[config.mk]
export PLATFORM = sky130hd
export DESIGN_NAME = bin_to_bcd_seq
export DESIGN_NICKNAME = d
export VERILOG_FILES = /design/src/rtl/bcd_pkg.sv /design/src/rtl/bcd_digit_adj.sv /design/src/rtl/bin_to_bcd_seq.sv
export SDC_FILE = /design/constraint.sdc
export NUM_CORES = 1
export LEC_CHECK = 0
export CAP_MARGIN = 20
export CORE_ASPECT_RATIO = 0.8
export CORE_MARGIN = 4
export CORE_UTILIZATION = 30
export CTS_CLUSTER_SIZE = 25
export DETAILED_ROUTE_END_ITERATION = 10
export PLACE_DENSITY_LB_ADDON = 0.2
export SLEW_MARGIN = 20
export SYNTH_ARGS = -nofsm -noshare
export SYNTH_HDL_FRONTEND = slang
export SYNTH_HIERARCHICAL = 1
export SYNTH_SLANG_ARGS = --single-unit
[constraint.sdc]
create_clock -name clk -period 2.2 [get_ports clk]
set_input_delay 0.44 -clock clk [delete_from_list [all_inputs] [get_ports clk]]
set_output_delay 0.44 -clock clk [all_outputs]
set_load 0.02 [all_outputs]
[src/rtl/bcd_pkg.sv]
// Shared types and constants for the binary-to-BCD display path.
package bcd_pkg;

  typedef enum logic [1:0] {
    IDLE,
    SHIFT,
    DONE
  } b2b_state_t;

  localparam int BCD_DIGIT_W = 4;
  localparam logic [3:0] BCD_ADJ_THRESH = 4'd5;

  // Decimal range covered by n BCD digits, used to vet parameter choices
  function automatic longint pow10(input int n);
    longint r;
    r = 1;
    for (int i = 0; i < n; i++) begin
      r = r * 10;
    end
    return r;
  endfunction

endpackage

[src/rtl/bcd_digit_adj.sv]
// One BCD digit's add-3 correction: applied before a shift so that a digit
// of 5 or more carries correctly into the next decimal position.
module bcd_digit_adj
  import bcd_pkg::*;
(
  input  logic [BCD_DIGIT_W-1:0] din,
  output logic [BCD_DIGIT_W-1:0] dout
);

  // Add 3 (modulo 16, no carry out) when the digit has reached the threshold
  always_comb begin
    dout = din;
    if (din >= BCD_ADJ_THRESH) begin
      dout = din + 4'd3;
    end
  end

endmodule

[src/rtl/bin_to_bcd_seq.sv]
// Sequential double-dabble converter: one input bit per clock. The result
// register only moves on completion, so the display never sees a half-built
// value, and a reset mid-conversion simply discards the work.
module bin_to_bcd_seq
  import bcd_pkg::*;
#(
  parameter int WIDTH  = 8,
  parameter int DIGITS = 3
) (
  input  logic                        clk,
  input  logic                        rst,
  input  logic                        start,
  input  logic [WIDTH-1:0]            bin,
  output logic                        busy,
  output logic                        done,
  output logic [BCD_DIGIT_W*DIGITS-1:0] bcd
);

  localparam int BCD_W  = BCD_DIGIT_W * DIGITS;
  localparam int SR_W   = BCD_W + WIDTH;
  localparam int ITER_W = $clog2(WIDTH + 1);

  // Refuse to build a converter whose digits cannot hold the largest input
  if (pow10(DIGITS) <= (longint'(1) << WIDTH) - 1) begin : g_bad_params
    $error("bin_to_bcd_seq: DIGITS=%0d too small for WIDTH=%0d", DIGITS, WIDTH);
  end

  b2b_state_t        state;
  b2b_state_t        next_state;
  logic [SR_W-1:0]   shreg;
  logic [SR_W-1:0]   adj_reg;
  logic [SR_W-1:0]   shifted;
  logic [ITER_W-1:0] iter;
  logic              last_iter;

  // The binary half passes through untouched; only the digit field is corrected
  assign adj_reg[WIDTH-1:0] = shreg[WIDTH-1:0];

  for (genvar k = 0; k < DIGITS; k++) begin : g_digit
    bcd_digit_adj u_adj (
      .din  (shreg[WIDTH + BCD_DIGIT_W*k +: BCD_DIGIT_W]),
      .dout (adj_reg[WIDTH + BCD_DIGIT_W*k +: BCD_DIGIT_W])
    );

    // A completed result with a digit above 9 means the adjust chain is broken
    always @(posedge clk) begin
      if (!rst && state == DONE) begin
        assert (bcd[BCD_DIGIT_W*k +: BCD_DIGIT_W] <= 4'd9)
          else $error("bin_to_bcd_seq: digit %0d out of range", k);
      end
    end
  end

  assign shifted   = {adj_reg[SR_W-2:0], 1'b0};
  assign last_iter = (iter == ITER_W'(WIDTH - 1));

  // State register
  always_ff @(posedge clk) begin
    if (rst) begin
      state <= IDLE;
    end else begin
      state <= next_state;
    end
  end

  // Next-state: start is only honoured in IDLE; DONE always lasts one cycle
  always_comb begin
    next_state = state;
    unique case (state)
      IDLE:    if (start) next_state = SHIFT;
      SHIFT:   if (last_iter) next_state = DONE;
      DONE:    next_state = IDLE;
      default: next_state = IDLE;
    endcase
  end

  // Status outputs decoded straight from the state
  always_comb begin
    busy = (state != IDLE);
    done = (state == DONE);
  end

  // Datapath: load on accept, adjust-and-shift per bit, publish on the last bit
  always_ff @(posedge clk) begin
    if (rst) begin
      shreg <= '0;
      iter  <= '0;
      bcd   <= '0;
    end else begin
      case (state)
        IDLE: begin
          if (start) begin
            shreg <= {{BCD_W{1'b0}}, bin};
            iter  <= '0;
          end
        end
        SHIFT: begin
          shreg <= shifted;
          iter  <= iter + ITER_W'(1);
          if (last_iter) begin
            bcd <= shifted[SR_W-1 -: BCD_W];
          end
        end
        default: ;
      endcase
    end
  end

endmodule
* Word level (Yosys, flattened, before mapping)
Cells that the tools add are included.
Storage, ports and cells: bits in registers 38, bits of input ports 11, output and inout bits 14, logic and storage cells 32
Operators by class: $add $sub $neg 4, $lt $le $gt $ge 3, equal/unequal tests 5, multiplexer cells 10, reduce and logical (&&, ||, !) cells 6
Operators by type and width (count):
- $pmux 20 s2 | 1
- $mux 20 | 1
- $ge 4x3->1 const B | 3
- $mux 4 | 3
- $add 4x2->4 const B | 2
- $pmux 4 s2 | 1
- $reduce_and 2->1 | 3
- $add 4x1->4 const B | 1
- $eq 4x3->1 const B | 1
- $mux 2 | 2
- $ne 2x2->1 const B | 2
- $pmux 2 s2 | 1
- $reduce_bool 2->1 | 2
- $add 3x2->3 const B | 1
- $mux 3 | 1
- $eq 2x1->1 const B | 1
- $eq 2x2->1 const B | 1
- $logic_not 2->1 | 1

* Depth between registers and ports, before layout
Gate-level depths: netlist of run 1.
depth in word-level cells 3, gate-level depth with buffers 7, depth with buffers taken out 7

* Modules after synthesis
The synthesis of run 1 kept the hierarchy.
Modules (own cells, without submodules):
- bin_to_bcd_seq | times used 1, cells an instance 166, area each 1555.2 um2, sequential area each 760.7 um2
- bcd_digit_adj | times used 3, cells an instance 16, area each 101.3 um2, sequential area each 0.0 um2

* Worst setup path after synthesis of run 1
Ideal clock, no wire load.
kind register -> register, start register shreg[17], end register bcd[10], setup time 0.070 ns, data arrival time 1.290 ns, data required time 2.130 ns, slack 0.840 ns, cell stages (with the launch flop) 8, buffers on the path 0, clock period less this slack 1.360 ns, cells stage by stage dfxtp_1 -> inv_1 -> ha_1 -> nand2b_1 -> a21oi_2 -> mux2i_1 -> nand3_1 -> a21oi_1
Between the ends: longest elaborated chain between the ends 2, elaborated cells between the ends (all ways) 3, classes of those cells add/sub: 1; order compare: 1; mux: 1
Ends and longest elaborated chain:
- start, declared | line bin_to_bcd_seq.sv:30 | logic [SR_W-1:0] shreg;
- start signal, assigned | line bin_to_bcd_seq.sv:93 | shreg <= {{BCD_W{1'b0}}, bin};
- start signal, assigned | line bin_to_bcd_seq.sv:98 | shreg <= shifted;
- $ge 4x3->1 / $add 3x2->3 (equally long branches) | line bcd_digit_adj.sv:13, bcd_digit_adj.sv:14
- $mux 3 * | line bcd_digit_adj.sv:13 | if (din >= BCD_ADJ_THRESH) begin
- net adj_reg[17] | line bin_to_bcd_seq.sv:31 | logic [SR_W-1:0] adj_reg;
- end signal, assigned | line bin_to_bcd_seq.sv:101 | bcd <= shifted[SR_W-1 -: BCD_W];
- end, declared | line bin_to_bcd_seq.sv:16 | output logic [BCD_DIGIT_W*DIGITS-1:0] bcd
Mark *: on every way through the listed nets, which the timed path passes. The rest lies on a longest branch. A chain may end at the register's enable or synchronous reset.

* Worst setup path in the final report of run 1
start register state[1], end output port done
Between the ends: longest elaborated chain between the ends 1
Ends and longest elaborated chain:
- start, declared | line bin_to_bcd_seq.sv:28 | b2b_state_t state;
- start signal, assigned | line bin_to_bcd_seq.sv:62 | state <= next_state;
- $eq 2x2->1 | line bin_to_bcd_seq.sv:80 | done = (state == DONE);
- end, declared | line bin_to_bcd_seq.sv:15 | output logic done,
No other way between the ends.

==> results of run 1 <==
[through the flow]
step,cells,worst slack [ns],hold slack (ns),cell area [µm²],util
final,313,0.0928,0.471,2220,0.373
after global routing,313,0.00913,0.491,2220,0.373
after detailed placement,306,0.418,0.460,2140,0.361
after global placement,306,0.431,0.463,2140,0.361
after CTS,313,0.101,0.475,2220,0.373
after floorplan,210,0.840,0.442,1840,-
[registers in the layout, summed over array words and instances, names as in the netlist]
signal	count
bcd	12
shreg	20
iter	4
state	2
[critical path, cell delays in order, from the launching register on]
cell             delay [ns]
dfxtp_1                0.45
inv_1                  0.19
nor2_1                 0.13
clkdlybuf4s50_1        0.60
[final cells by class]
cell class              instances  share of cell area
clock buffers                   7              0.0344
inverters                      13              0.0220
multi-input cells             144               0.427
flip-flops and latches         38               0.343
well taps                      81              0.0457
repair buffers                 30               0.129
[worst paths after layout]
kind / cells past startpoint / start / slack, ns / endpoint
max: 3 / state[1]$_SDFFE_PP0P_ / 0.09 / done
max reg2reg: 7 / shreg[9]$_SDFFE_PP0P_ / 0.59 / bcd[2]$_SDFFE_PP0P_
min reg2reg: 2 / shreg[0]$_SDFFE_PP0P_ / 0.47 / shreg[0]$_SDFFE_PP0P_
min: 2 / shreg[0]$_SDFFE_PP0P_ / 0.47 / shreg[0]$_SDFFE_PP0P_
[layer usage]
| layer | share of wire | track usage |
|---|---|---|
| met5 | 0 | 0 |
| met4 | 0.012 | 0.0341 |
| met3 | 0.026 | 0.0259 |
| met2 | 0.45 | 0.185 |
| met1 | 0.51 | 0.170 |
[power by group]
group | total [mW] | switching (mW) | internal, mW
sequential | 0.715 | 0.0105 | 0.704
clock | 0.451 | 0.233 | 0.218
combinational | 0.124 | 0.0678 | 0.0560
[cell usage in the layout (no fill, tap or decap), types with 2 or more instances in the layout]
cell,count
clkdlybuf4s50_1,24
a21oi_2,3
inv_1,13
dfxtp_1,38
mux2i_1,5
xnor2_1,3
nand3_1,14
clkbuf_8,5
nand2b_1,6
a21oi_1,12
o21ai_1,2
clkbuf_1,2
buf_4,6
nand2_1,16
nand3b_1,2
a211oi_1,8
o21ai_0,2
nor2_1,19
a31oi_1,2
ha_1,7
a22o_1,19
o31ai_1,12
==> run_results.csv, run 1 <==
group,metric,value,unit
run_status,status,"complete, no violations",
cells_and_area,area_delta_synth_final,20.7,%
cells_and_area,nFillCells,620,
placement,port-buffer-count,24,
run,drv_cap,0,
global_route,grt.overflow.total,0,
worst_setup_path,path_max_fanout,8,
sta,finalCriticalPeriod,2.11,ns
pwr,p_total,1.29,mW
cts,clock-sinks,38,
worst_setup_path,cp-start-kind,"register",
synthesis,netlist_area,1840,µm²
global_route,antenna_found_initial,0,
sta,post-route-period-util,0.958,
detailed_routing,drc_errors,0,
global_route,grt_pass1_vias,1451,
cts,clk_latency,0.28,ns
worst_setup_path,cp.required,1.76,ns
detailed_routing,drtIter0Drc,59,
floorplan,dieArea,7460,µm²
synthesis,syn_nets,228,
cts,htree_levels,2,
cts,cts_setup_buffers,0,
pwr,power_density,581,nW/µm²
cts,max-clock-path-buffers,2,
placement,gp_congestion,0.703,
synthesis,synthCells,210,
sta,tns,0,ns
detailed_routing,vias,1560,
cells_and_area,multi_input_area,947,µm²
global_route,grt_pass1_wl,7.16,mm
sta,fin_skew,0.00517,ns
floorplan,die_w,95.5,µm
global_route,track_usage,0.121,
worst_setup_path,crit_arrival,1.67,ns
detailed_routing,viasPerCell,4.98,
cts,cts_made_buffers,5,
sta,relSlewSlack,0.630,
floorplan,start_util,0.309,
synthesis,ys_warn_count,6,
detailed_routing,first_pass_iters,4,
cts,cts_resized,0,
floorplan,rows,25,
sta,clock.fmax,475,MHz
sta,finalHoldViolCount,0,
cells_and_area,drive_gt1_frac,0.0776,
global_route,grt_max_degree,17,
sta,finalMaxSlewViolations,0,
cts,root_buffer,"clkbuf_8",
synthesis,avgSynthCellArea,8.76,µm²
detailed_routing,totalWireLength,4.24,mm
floorplan,dieHeight,78.0,µm
cts,cts_hold_buffers,0,
worst_setup_path,crit_type,"reg2out",
sta,worst_pin_slew,0.555,ns
detailed_routing,ant_nets,0,
min_path,hold_class,"reg2reg",
cells_and_area,nets,250,
detailed_routing,wl_per_cell,13.5,µm
pwr,ir_worst_vdd,214,µV
cells_and_area,antenna_cells_inserted,0,
cells_and_area,seq_area,761,µm²
worst_setup_path,end_kind,"output port",
cts,cts_tree,"yes",
cts,path_clk_slew,0.07,ns
placement,dp.final_hpwl,2.92,mm
sta,rsz0062_at_grt,"false",
sta,setup_viol,0,
floorplan,core_area,5940,µm²
floorplan,ios,25,
pwr,p_leak,0.818,nW
(Power assumes the default switching activity.)
==> inputs of run 2 (changes only) <==
--- a/config.mk
+++ b/config.mk
@@ -12,6 +12,7 @@
 export CTS_CLUSTER_SIZE = 25
 export DETAILED_ROUTE_END_ITERATION = 10
 export PLACE_DENSITY_LB_ADDON = 0.2
+export SETUP_SLACK_MARGIN = 0.1
 export SLEW_MARGIN = 20
 export SYNTH_ARGS = -nofsm -noshare
 export SYNTH_HDL_FRONTEND = slang
==> run 2 against run 1 <==
  * Routed wire length did not move
  * Final cell count did not move
  * Critical endpoint unchanged
  * Via count did not move
  * Largest cell class unchanged
  * Register-to-register slack barely moved
==> run_results.csv, run 2 (synthesis gave the netlist of run 1 again) <==
group,metric,value,unit
floorplan,die_w,95.5,µm
cells_and_area,antenna_cells_inserted,0,
detailed_routing,drtIter0Drc,59,
cts,clk_latency,0.28,ns
pwr,ir_worst_vdd,214,µV
cts,path_clk_slew,0.07,ns
floorplan,rows,25,
detailed_routing,viasPerCell,4.98,
worst_setup_path,reg2reg_depth,7,
cells_and_area,final_area,2220,µm²
detailed_routing,wl_per_cell,13.5,µm
global_route,antenna_found_initial,0,
worst_setup_path,path_buf_inv,2,
sta,clock.fmax,499,MHz
cells_and_area,seq_area,762,µm²
worst_setup_path,path_max_fanout,8,
pwr,power_density,581,nW/µm²
sta,finalMaxSlewViolations,0,
run,drv_cap,0,
detailed_routing,first_pass_iters,4,
cells_and_area,multi_input_area,947,µm²
worst_setup_path,crit_chain,"inv_1 > nor2_1 > clkdlybuf4s50_1",
global_route,track_usage,0.121,
global_route,grt.overflow.total,0,
sta,fin_ws,0.194,ns
detailed_routing,drc_errors,0,
cells_and_area,largest_reg_flops,20,
worst_setup_path,end_kind,"output port",
worst_setup_path,r2r-start,"shreg[9]$_SDFFE_PP0P_",
sta,finalCriticalPeriod,2.01,ns
floorplan,ios,25,
worst_setup_path,critPathTopFamily,"buffers and inverters",
global_route,grt_max_degree,17,
floorplan,dieHeight,78.0,µm
pwr,p_leak,0.819,nW
worst_setup_path,crit_type,"reg2out",
cts,max-clock-path-buffers,2,
sta,worst_pin_slew,0.555,ns
cells_and_area,nFillCells,622,
worst_setup_path,crit_cells,3,
placement,gp_congestion,0.703,
sta,setup_viol,0,
sta,tns,0,ns
floorplan,start_util,0.309,
cts,htree_levels,2,
sta,finalHoldViolCount,0,
min_path,hold_class,"reg2reg",
detailed_routing,vias,1560,
cts,root_buffer,"clkbuf_8",
worst_setup_path,crit_arrival,1.57,ns
cts,clock-sinks,38,
placement,dp.final_hpwl,2.92,mm
cts,cts_made_buffers,5,
run_status,status,"complete, no violations",
cts,cts_setup_buffers,0,
cells_and_area,regMostFlops,"shreg",
worst_setup_path,cp_slowest_cell,"clkdlybuf4s50_1",
cells_and_area,nets,250,
cells_and_area,drive_gt1_frac,0.0819,
cells_and_area,layout_common_cells,"dfxtp_1, clkdlybuf4s50_1, nor2_1, a22o_1, nand2_1",
placement,post-place-ws,0.418,ns
worst_setup_path,critPathCapture,"done",
cells_and_area,reg_top3,"shreg (20), bcd (12), iter (4)",
detailed_routing,ant_nets,0,
cells_and_area,area_delta_synth_final,20.7,%
detailed_routing,totalWireLength,4.24,mm
cells_and_area,layout_commonest_cell,"dfxtp_1",
cts,cts_resized,0,
worst_setup_path,cp.required,1.76,ns
worst_setup_path,r2r-end,"bcd[2]$_SDFFE_PP0P_",
sta,rsz0062_at_grt,"false",
floorplan,core_area,5940,µm²
placement,port-buffer-count,24,
sta,fin_skew,0.00517,ns
worst_setup_path,cp-startpoint,"state[1]$_SDFFE_PP0P_",
sta,post-route-period-util,0.912,
global_route,grt_pass1_vias,1451,
placement,placed_cell_area,2140,µm²
worst_setup_path,slowest_delay,0.60,ns
global_route,grt_pass1_wl,7.16,mm
floorplan,dieArea,7460,µm²
worst_setup_path,cp-start-kind,"register",
worst_setup_path,ff2ff_setup_slack,0.59,ns
sta,relSlewSlack,0.630,
cts,cts_tree,"yes",
cts,cts_hold_buffers,0,
run 2: worst min-delay path by stage:
stage,from,to,cells after the start
2_1_floorplan,shreg[17]$_SDFFE_PP0P_,shreg[17]$_SDFFE_PP0P_,1
3_3_place_gp,shreg[17]$_SDFFE_PP0P_,shreg[17]$_SDFFE_PP0P_,1
3_5_place_dp,shreg[17]$_SDFFE_PP0P_,shreg[17]$_SDFFE_PP0P_,1
4_1_cts,bcd[11]$_SDFFE_PP0P_,bcd[11]$_SDFFE_PP0P_,2
5_1_grt,shreg[0]$_SDFFE_PP0P_,shreg[0]$_SDFFE_PP0P_,2
6_report,shreg[0]$_SDFFE_PP0P_,shreg[0]$_SDFFE_PP0P_,2
run 2: worst min-delay path: stages, from the launching register on:
cell	delay, ns
dfxtp_1	0.31
nand2_1	0.06
o2bb2ai_1	0.06
run 2: final cells by class:
cell class | count | share of cell area
repair buffers | 30 | 0.128
well taps | 81 | 0.0456
multi-input cells | 144 | 0.426
clock buffers | 7 | 0.0344
flip-flops and latches | 38 | 0.343
inverters | 13 | 0.0220
run 2: per-layer routing:
| metal | up-vias | wire [µm] | GRT usage | part of all wire |
|---|---|---|---|---|
| met5 | - | 0 | 0 | 0 |
| met4 | 0 | 49 | 0.0341 | 0.012 |
| met3 | 6 | 110 | 0.0259 | 0.026 |
| met2 | 31 | 1920 | 0.185 | 0.45 |
| met1 | 735 | 2160 | 0.170 | 0.51 |
| li1 | 788 | - | - | - |
run 2: per-stage QoR:
stage | power, mW | hold slack, ns | util | std cells
6_report | 1.29 | 0.470 | 0.374 | 313
5_1_grt | 1.35 | 0.491 | 0.374 | 313
4_1_cts | 1.30 | 0.475 | 0.373 | 313
3_5_place_dp | 0.855 | 0.460 | 0.361 | 306
3_3_place_gp | 0.855 | 0.463 | 0.361 | 306
2_1_floorplan | 0.816 | 0.442 | - | 210
run 2: power breakdown:
group | internal (mW) | switching, mW | total (mW)
sequential | 0.704 | 0.0105 | 0.715
combinational | 0.0560 | 0.0678 | 0.124
clock | 0.218 | 0.233 | 0.451
